===== config.mk =====
export PLATFORM = sky130hd
export DESIGN_NAME = mem_refill_arbiter
export DESIGN_NICKNAME = d
export VERILOG_FILES = /design/src/rtl/mem_arb_pkg.sv /design/src/rtl/mem_arb_sel.sv /design/src/rtl/mem_refill_arbiter.sv
export SDC_FILE = /design/constraint.sdc
export NUM_CORES = 1
export LEC_CHECK = 0
export BUFFER_PORTS_ARGS = -buffer_cell sky130_fd_sc_hd__buf_2
export CAP_MARGIN = 30
export CORE_AREA = 2 2 107 109
export DETAILED_ROUTE_END_ITERATION = 8
export DIE_AREA = 0 0 109 111
export GPL_TIMING_DRIVEN = 0
export PLACE_DENSITY = 0.64
export SYNTH_ARGS = -nofsm -noshare
export SYNTH_HDL_FRONTEND = slang
export SYNTH_SLANG_ARGS = --single-unit

===== constraint.sdc =====
create_clock -name clk -period 1.75 [get_ports clk]
set_input_delay 0.35 -clock clk [delete_from_list [all_inputs] [get_ports clk]]
set_output_delay 0.35 -clock clk [all_outputs]
set_load 0.005 [all_outputs]

===== src/rtl/mem_arb_pkg.sv =====
// Shared types and defaults for the memory refill arbiter.
// Holds the FSM state encoding, the burst owner encoding and default sizing.
// No ports; imported by mem_arb_sel and mem_refill_arbiter.
package mem_arb_pkg;

  typedef enum logic [1:0] {
    IDLE = 2'd0,
    ADDR = 2'd1,
    RD   = 2'd2,
    WR   = 2'd3
  } arb_state_t;

  typedef enum logic {
    OWNER_I = 1'b0,
    OWNER_D = 1'b1
  } arb_owner_t;

  localparam int DEF_BURST_LEN    = 4;
  localparam int DEF_MAX_D_STREAK = 4;

endpackage


===== src/rtl/mem_arb_sel.sv =====
// Winner select for the refill arbiter plus the D-streak anti-starvation counter.
// Latency: winner is combinational from the requests; the streak updates at the clock edge.
// Ports: clk/rst, arb_en_i (arbiter idle), ic_req_i/dc_req_i in; win_vld_o, win_d_o (1 = D-cache wins) out.
module mem_arb_sel
  import mem_arb_pkg::*;
#(
  parameter int MAX_D_STREAK = DEF_MAX_D_STREAK
) (
  input  logic clk,
  input  logic rst,
  input  logic arb_en_i,
  input  logic ic_req_i,
  input  logic dc_req_i,
  output logic win_vld_o,
  output logic win_d_o
);

  localparam int SW = $clog2(MAX_D_STREAK + 1);
  localparam logic [SW-1:0] STREAK_MAX = SW'(MAX_D_STREAK);

  logic [SW-1:0] d_streak_q;
  logic [SW-1:0] d_streak_d;
  logic          streak_full;

  assign streak_full = (d_streak_q == STREAK_MAX);

  always_comb begin
    win_vld_o  = arb_en_i & (ic_req_i | dc_req_i);
    // D takes precedence; I only wins a contended slot once D has used its streak.
    win_d_o    = dc_req_i & ~(ic_req_i & streak_full);
    d_streak_d = d_streak_q;
    if (win_vld_o) begin
      if (win_d_o && ic_req_i) begin
        if (!streak_full) d_streak_d = d_streak_q + SW'(1);
      end else begin
        // I grant, or an uncontended D grant, both restart the streak.
        d_streak_d = '0;
      end
    end
  end

  always_ff @(posedge clk or posedge rst) begin
    if (rst) d_streak_q <= '0;
    else     d_streak_q <= d_streak_d;
  end

endmodule


===== src/rtl/mem_refill_arbiter.sv =====
// Shares one external memory port between I-cache refills and D-cache refills/writebacks, one whole burst at a time.
// Ports: ic_* (refill only), dc_* (refill or writeback), mem_* (address phase, write beats, read beats), busy_o, err_o.
// Optional MEM_ARB_PERF_EN adds ic_wait_cnt_o, dc_wait_cnt_o and conflict_cnt_o saturating counters.
module mem_refill_arbiter
  import mem_arb_pkg::*;
#(
  parameter int ADDR_W       = 32,
  parameter int DATA_W       = 32,
  parameter int BURST_LEN    = DEF_BURST_LEN,
  parameter int MAX_D_STREAK = DEF_MAX_D_STREAK
) (
  input  logic              clk,
  input  logic              rst,
  input  logic              ic_req_i,
  input  logic [ADDR_W-1:0] ic_addr_i,
  output logic              ic_gnt_o,
  output logic              ic_rvalid_o,
  output logic              ic_rlast_o,
  output logic [DATA_W-1:0] ic_rdata_o,
  input  logic              dc_req_i,
  input  logic              dc_we_i,
  input  logic [ADDR_W-1:0] dc_addr_i,
  input  logic [DATA_W-1:0] dc_wdata_i,
  output logic              dc_gnt_o,
  output logic              dc_wready_o,
  output logic              dc_rvalid_o,
  output logic              dc_rlast_o,
  output logic [DATA_W-1:0] dc_rdata_o,
  output logic              mem_req_o,
  output logic              mem_we_o,
  output logic [ADDR_W-1:0] mem_addr_o,
  input  logic              mem_ack_i,
  output logic [DATA_W-1:0] mem_wdata_o,
  output logic              mem_wlast_o,
  input  logic              mem_wready_i,
  input  logic              mem_rvalid_i,
  input  logic [DATA_W-1:0] mem_rdata_i,
  output logic              busy_o,
  output logic              err_o
`ifdef MEM_ARB_PERF_EN
 ,output logic [31:0]       ic_wait_cnt_o,
  output logic [31:0]       dc_wait_cnt_o,
  output logic [31:0]       conflict_cnt_o
`endif
);

  localparam int BW = $clog2(BURST_LEN);
  localparam logic [BW-1:0] LAST_BEAT = BW'(BURST_LEN - 1);

  arb_state_t        state_q;
  arb_owner_t        owner_q;
  logic              we_q;
  logic [ADDR_W-1:0] addr_q;
  logic [BW-1:0]     beat_q;
  logic              err_q;

  logic win_vld, win_d;
  logic addr_ph, rd_ph, wr_ph, own_i, own_d, last_beat, stray;

  mem_arb_sel #(
    .MAX_D_STREAK(MAX_D_STREAK)
  ) u_sel (
    .clk      (clk),
    .rst      (rst),
    .arb_en_i (state_q == IDLE),
    .ic_req_i (ic_req_i),
    .dc_req_i (dc_req_i),
    .win_vld_o(win_vld),
    .win_d_o  (win_d)
  );

  assign addr_ph   = (state_q == ADDR);
  assign rd_ph     = (state_q == RD);
  assign wr_ph     = (state_q == WR);
  assign own_i     = (owner_q == OWNER_I);
  assign own_d     = (owner_q == OWNER_D);
  assign last_beat = (beat_q == LAST_BEAT);
  // Beats arriving in a phase that cannot accept them are dropped and flagged.
  assign stray     = (mem_rvalid_i & ~rd_ph) | (mem_wready_i & ~wr_ph);

  always_ff @(posedge clk or posedge rst) begin
    if (rst) begin
      state_q <= IDLE;
      owner_q <= OWNER_I;
      we_q    <= 1'b0;
      addr_q  <= '0;
      beat_q  <= '0;
      err_q   <= 1'b0;
    end else begin
      if (stray) err_q <= 1'b1;
      case (state_q)
        IDLE: begin
          if (win_vld) begin
            owner_q <= win_d ? OWNER_D : OWNER_I;
            we_q    <= win_d & dc_we_i;
            addr_q  <= win_d ? dc_addr_i : ic_addr_i;
            state_q <= ADDR;
          end
        end
        ADDR: begin
          if (mem_ack_i) begin
            state_q <= we_q ? WR : RD;
            beat_q  <= '0;
          end
        end
        RD: begin
          if (mem_rvalid_i) begin
            if (last_beat) begin
              beat_q  <= '0;
              state_q <= IDLE;
            end else begin
              beat_q <= beat_q + BW'(1);
            end
          end
        end
        WR: begin
          if (mem_wready_i) begin
            if (last_beat) begin
              beat_q  <= '0;
              state_q <= IDLE;
            end else begin
              beat_q <= beat_q + BW'(1);
            end
          end
        end
        default: state_q <= IDLE;
      endcase
    end
  end

  // Address-phase signals are only driven while the address is being offered.
  assign mem_req_o   = addr_ph;
  assign mem_we_o    = addr_ph & we_q;
  assign mem_addr_o  = addr_ph ? addr_q : '0;

  assign ic_gnt_o    = addr_ph & mem_ack_i & own_i;
  assign dc_gnt_o    = addr_ph & mem_ack_i & own_d;

  // Read beats are steered only to the cache that owns the burst.
  assign ic_rvalid_o = rd_ph & own_i & mem_rvalid_i;
  assign ic_rlast_o  = ic_rvalid_o & last_beat;
  assign ic_rdata_o  = (rd_ph & own_i) ? mem_rdata_i : '0;
  assign dc_rvalid_o = rd_ph & own_d & mem_rvalid_i;
  assign dc_rlast_o  = dc_rvalid_o & last_beat;
  assign dc_rdata_o  = (rd_ph & own_d) ? mem_rdata_i : '0;

  assign mem_wdata_o = wr_ph ? dc_wdata_i : '0;
  assign mem_wlast_o = wr_ph & last_beat;
  assign dc_wready_o = wr_ph & mem_wready_i;

  assign busy_o      = (state_q != IDLE);
  assign err_o       = err_q;

`ifdef MEM_ARB_PERF_EN
  logic [31:0] ic_wait_q, dc_wait_q, conflict_q;
  logic        ic_done, dc_done;

  assign ic_done = ic_rlast_o;
  assign dc_done = dc_rlast_o | (mem_wlast_o & dc_wready_o);

  always_ff @(posedge clk or posedge rst) begin
    if (rst) begin
      ic_wait_q  <= '0;
      dc_wait_q  <= '0;
      conflict_q <= '0;
    end else begin
      if (ic_req_i && !ic_done && ic_wait_q != '1) ic_wait_q <= ic_wait_q + 32'd1;
      if (dc_req_i && !dc_done && dc_wait_q != '1) dc_wait_q <= dc_wait_q + 32'd1;
      if ((state_q == IDLE) && ic_req_i && dc_req_i && conflict_q != '1)
        conflict_q <= conflict_q + 32'd1;
    end
  end

  assign ic_wait_cnt_o  = ic_wait_q;
  assign dc_wait_cnt_o  = dc_wait_q;
  assign conflict_cnt_o = conflict_q;
`endif

endmodule


[Word level (Yosys, flattened, before mapping)]
Cells that the tools add are included.
Word-level totals
  input bits: 136
  bits in latches: 0
  memory bits (read-only): 0
  RAM bits: 0
  logic and storage cells: 71
  register bits: 42
  output and inout bits: 140
  memories kept: 0
Cells by class
  mux-type cells: 20
  shift-type cells: 0
  multiply operators: 0
  bitwise gates (word level): 24
  add/sub/neg operators: 2
  reductions and logical operators: 8
  equal/unequal tests: 10
  div/mod/pow operators: 0
  order comparisons: 0
Operator list (number)
  $mux W32: 5
  $and A1 B1 Y1: 18
  $mux W2: 9
  $ne A2 B2 Y1 const B: 5
  $pmux W2 S4: 1
  $reduce_and A4 Y1: 2
  $eq A2 B2 Y1 const B: 3
  $mux W3: 2
  $pmux W2 S3: 1
  $not A1 Y1: 4
  $reduce_and A2 Y1: 2
  $add A3 B1 Y3 const B: 1
  $eq A3 B3 Y1 const B: 1
  $reduce_bool A3 Y1: 1
  $add A2 B1 Y2 const B: 1
  $eq A2 B1 Y1 const B: 1
  $logic_not A2 Y1: 1
  $mux W1: 2
  $or A1 B1 Y1: 2
  $reduce_bool A2 Y1: 1
  $logic_and A1 B1 Y1: 1

[Depth between registers and ports, before layout]
  depth in word-level cells: 7
  depth in mapped cells: 7
  mapped depth without buffers: 5

[Modules after synthesis]
From an unflattened synthesis, not the netlist that was laid out.
Second synthesis, totals
  cell total of the unflattened synthesis: 355
  area total of the unflattened synthesis: 2984.1 µm²
By module, submodules not included
  mem_refill_arbiter: instances 1, sequential area each 975.9 µm², area each 2798.9 µm², cells an instance 334
  mem_arb_sel: instances 1, sequential area each 75.1 µm², area each 185.2 µm², cells an instance 21

[Worst setup path after synthesis]
OpenSTA, ideal clock, no wires.
  path kind: register to output
  start point: register state_q[1]
  end point: output ic_gnt_o
  slack: 175 ps
  data arrival time: 1225 ps
  data required time: 1400 ps
  path buffers: 2
  cell stages (with the launch flop): 6
  cells stage by stage: dfrtp_1 buf_2 nor2b_1 clkbuf_1 nand2_1 nor2_1
On the way
  cells in the longest elaborated chain, start to end: 3
RTL lines
  from (decl): line mem_refill_arbiter.sv:50  | arb_state_t state_q;
  from (signal assigned): line mem_refill_arbiter.sv:102  | state_q <= we_q ? WR : RD;
  $eq A2 B1 Y1: line mem_refill_arbiter.sv:72  | assign addr_ph = (state_q == ADDR);
  named net mem_req_o: line mem_refill_arbiter.sv:29  | output logic mem_req_o,
  $and A1 B1 Y1 (2 in series): line mem_refill_arbiter.sv:136  | assign ic_gnt_o = addr_ph & mem_ack_i & own_i;
  to (decl): line mem_refill_arbiter.sv:16  | output logic ic_gnt_o,
The timed path passes the listed nets, and every way through them passes these cells.

[Worst setup path after layout]
  start point: register state_q[1]
  end point: output dc_rdata_o[3]
On the way
  cells in the longest elaborated chain, start to end: 3
RTL lines
  $eq A2 B2 Y1: line mem_refill_arbiter.sv:73  | assign rd_ph = (state_q == RD);
  $and A1 B1 Y1: line mem_refill_arbiter.sv:145  | assign dc_rdata_o = (rd_ph & own_d) ? mem_rdata_i : '0;
  $mux W32: line mem_refill_arbiter.sv:145
  to (decl): line mem_refill_arbiter.sv:28  | output logic [DATA_W-1:0] dc_rdata_o,
No other way between the ends.

==> key figures <==
Run status
  – Status: complete, but fails checks
  – Failing checks: setup timing

Final layout
  – Fill count: 1,029
  – Finished Layout Cells: 850
  – Leading cell type in the layout, fill and taps excluded: buf_2
  – Final nets: 843
  – Most frequent cells in the layout: buf_2, buf_6, and3_1
  – Cell area after layout: 6010 um2
  – Share of cells above drive strength 1: 60.9%
  – Area growth syn-to-layout: 77.1%

Setup path
  – Worst path arrival time: 1510 ps
  – Crit-path max FO: 10
  – Critical path endpoint category: output pin
  – Startpoint types: flip-flop
  – CP required: 1400 ps
  – Critical path class: flip-flop to output pin

Synth
  – Warnings, synthesis: 0
  – Synth async-reset ratio: 100%
  – Post-synth EDFFs: 0
  – Synth area leader: dfrtp_1
  – Post-synth top flop: dfrtp_1
  – Synthesized net count: ~540
  – Syn Area/Cell: between 8 and 9 um2
  – Yosys top cell area share: a little under a third
  – Cells after Synth: 403
  – Synth Register Bits: 42
  – Register area share after synthesis: ~31%
  – Synth cell types: 32
  – Mapped Area: 3390 um2
  – Area contributors post-synth: dfrtp_1, and3_1, o221ai_2

Floorplan
  – Rows: 39
  – Die ar.: 12,100 um2
  – Initial Utilization: 30.6%
  – Io pins: around 280
  – Die Ht: 111 um
  – Die X: 109 um
  – Core Area: roughly 11,000 um2

Detailed routing
  – Final ANT Viol Nets: 0
  – Drt wl/cell: 16.6 um
  – DRC: 0
  – Pre-antenna DRT Iters: 4
  – Via/cell ratio: 4.99
  – Routed WL: 14.1 mm
  – Starting DRT DRC Count: 292
  – Via count: 4,238

Clocking
  – CTS Hold Buffers Added: 0
  – Htree depth: 2
  – Clock latency on the worst-skew pair: roughly 280 ps
  – Clock Root Buffer: clkbuf_16
  – Cts bufs inserted: 5
  – Max clock buf depth: 2
  – CTS tree: done
  – Clock sinks: 42
  – Worst-path clk slew: about 60 ps

STA
  – Min cycle time layout: roughly 1900 ps
  – Fin. Hold Viols: 0
  – Period utilization: 107%
  – Worst Max-Slew Pin Slew: approximately 500 ps
  – RSZ-0062 raised after global routing: yes
  – Clk_skew: around 2.7 ps
  – Max-slew headroom: roughly 67%
  – Fmax: 0.536 GHz
  – Slew Viols, Final: 0
  – Worst Slack Setup Final: -115 ps
  – Setup_tns: -7680 ps
  – Final number of setup-violating endpoints: 123

Placement
  – GPL Wtd Cong: 0.854
  – Place WS: -648 ps
  – Placed Area: 4960 um2
  – Placed Cells: around 800
  – Detailed placement HPWL: 10.6 mm
  – Buffers on Ports: 274

Global routing
  – Initial antenna violation count: 3
  – Global-route wire length before repair: 20.3 mm
  – Congestion Overflow GR: 0
  – Vias in the first global route: 3,998
  – Total track usage: 21.3%
  – Largest net degree at the start of global routing: 29

Pwr
  – Lkg Pwr: ~3.2 nW
  – VDD IR max: 0.674 mV
  – Power Dens Cells: 1420 nW/um2
  – Tot Pwr: 8.56 mW

Min path
  – Min-Delay Path Class: primary input to asynchronous set/reset pin

Flow run
  – Max-Cap Viols: 0
per-layer routing:
metal / vias to the layer above / GRT usage, % / routed length, um / part of all wire [%]
met1: 2007 / 25.0 / 5530 / 39
met4: 0 / 5.47 / 288 / 2.0
li1: 2039 / - / - / -
met2: 172 / 38.7 / 7260 / 52
met5: - / 0 / 0 / 0
met3: 20 / 4.41 / 1010 / 7.2
timing repair:
action,4_1_cts,5_1_grt
pin swaps,9,27
resized for setup,74,120
buffers inserted,12,5
cloned,2,1
endpoints found under the setup margin,168,169
power breakdown:
group	total, mW	internal [mW]	switching [mW]
clock network	0.894	0.523	0.371
logic	5.94	3.32	2.61
registers	1.73	1.44	0.286
total	8.56	5.29	3.27
layout make-up:
cell class / count / area, um2 / area share (%)
sequential: 42 / 1050 / 17.5
clock buffer: 7 / 133 / 2.21
timing repair buffer: 295 / 1890 / 31.5
inverter: 37 / 139 / 2.31
antenna: 3 / 7.51 / 0.125
tap: 143 / 179 / 2.98
multi-input combinational: 276 / 2200 / 36.6
buffer: 47 / 410 / 6.83
worst paths after layout:
kind,cells past startpoint,startpoint,slack (ps),end
worst max register to register,8,state_q[1]$_DFFE_PP0P_,100,addr_q[11]$_DFFE_PP0P_
min in group clk,3,dc_addr_i[6],330,addr_q[6]$_DFFE_PP0P_
max in group asynchronous,3,rst,1220,state_q[0]$_DFFE_PP0P_
worst min-delay path,2,rst,40,addr_q[19]$_DFFE_PP0P_
worst min register to register,1,err_o$_DFFE_PP0P_,500,err_o$_DFFE_PP0P_
worst max-delay path,6,state_q[1]$_DFFE_PP0P_,-110,dc_rdata_o[3]
Yosys cell counts (2+ instances only):
cell type	instances
o221ai_2	28
dfrtp_1	42
nand4_1	32
inv_1	37
a32o_1	2
o221ai_1	4
and2_1	67
and3_1	68
nand2_1	7
ha_1	3
a22o_1	3
nand3_1	34
buf_2	5
nor2_1	7
nor2b_1	3
buf_6	6
a21oi_1	3
mux2_2	2
clkbuf_1	37
worst max-delay path, stage by stage (launching register included):
cell and delay [ps]:
dfrtp_1 370, buf_6 150, nor2b_4 130, buf_12 140, buf_8 130, and3_1 190
buf_2 130
per-stage QoR:
step           hold WS [ps]  utilization [%]
3_3_place_gp            462             44.6
5_1_grt                70.4             54.2
3_5_place_dp            350             44.8
6_report               39.0             54.3
2_1_floorplan           468                -
4_1_cts                48.6             49.2
flip-flops by register name, indices dropped and copies added (netlist names):
signal,cells
addr_q,32
beat_q,2
err_o,1
own_d,1
state_q,2
u_sel.d_streak_q,3
we_q,1
cell families (layout without fill, tap and decap cells):
logic type	count (synthesis)	in the layout	synth area share, %
buffers and inverters	85	386	10.9
AND/OR/NAND/NOR	224	224	39.2
multiplexers	3	3	0.959
other	0	3	0
flip-flops	42	42	31.0
AO/OA/AOI/OAI	46	46	16.8
adder cells (fa/ha/maj)	3	3	1.11
No activity file was read; power rests on OpenSTA's default activity.
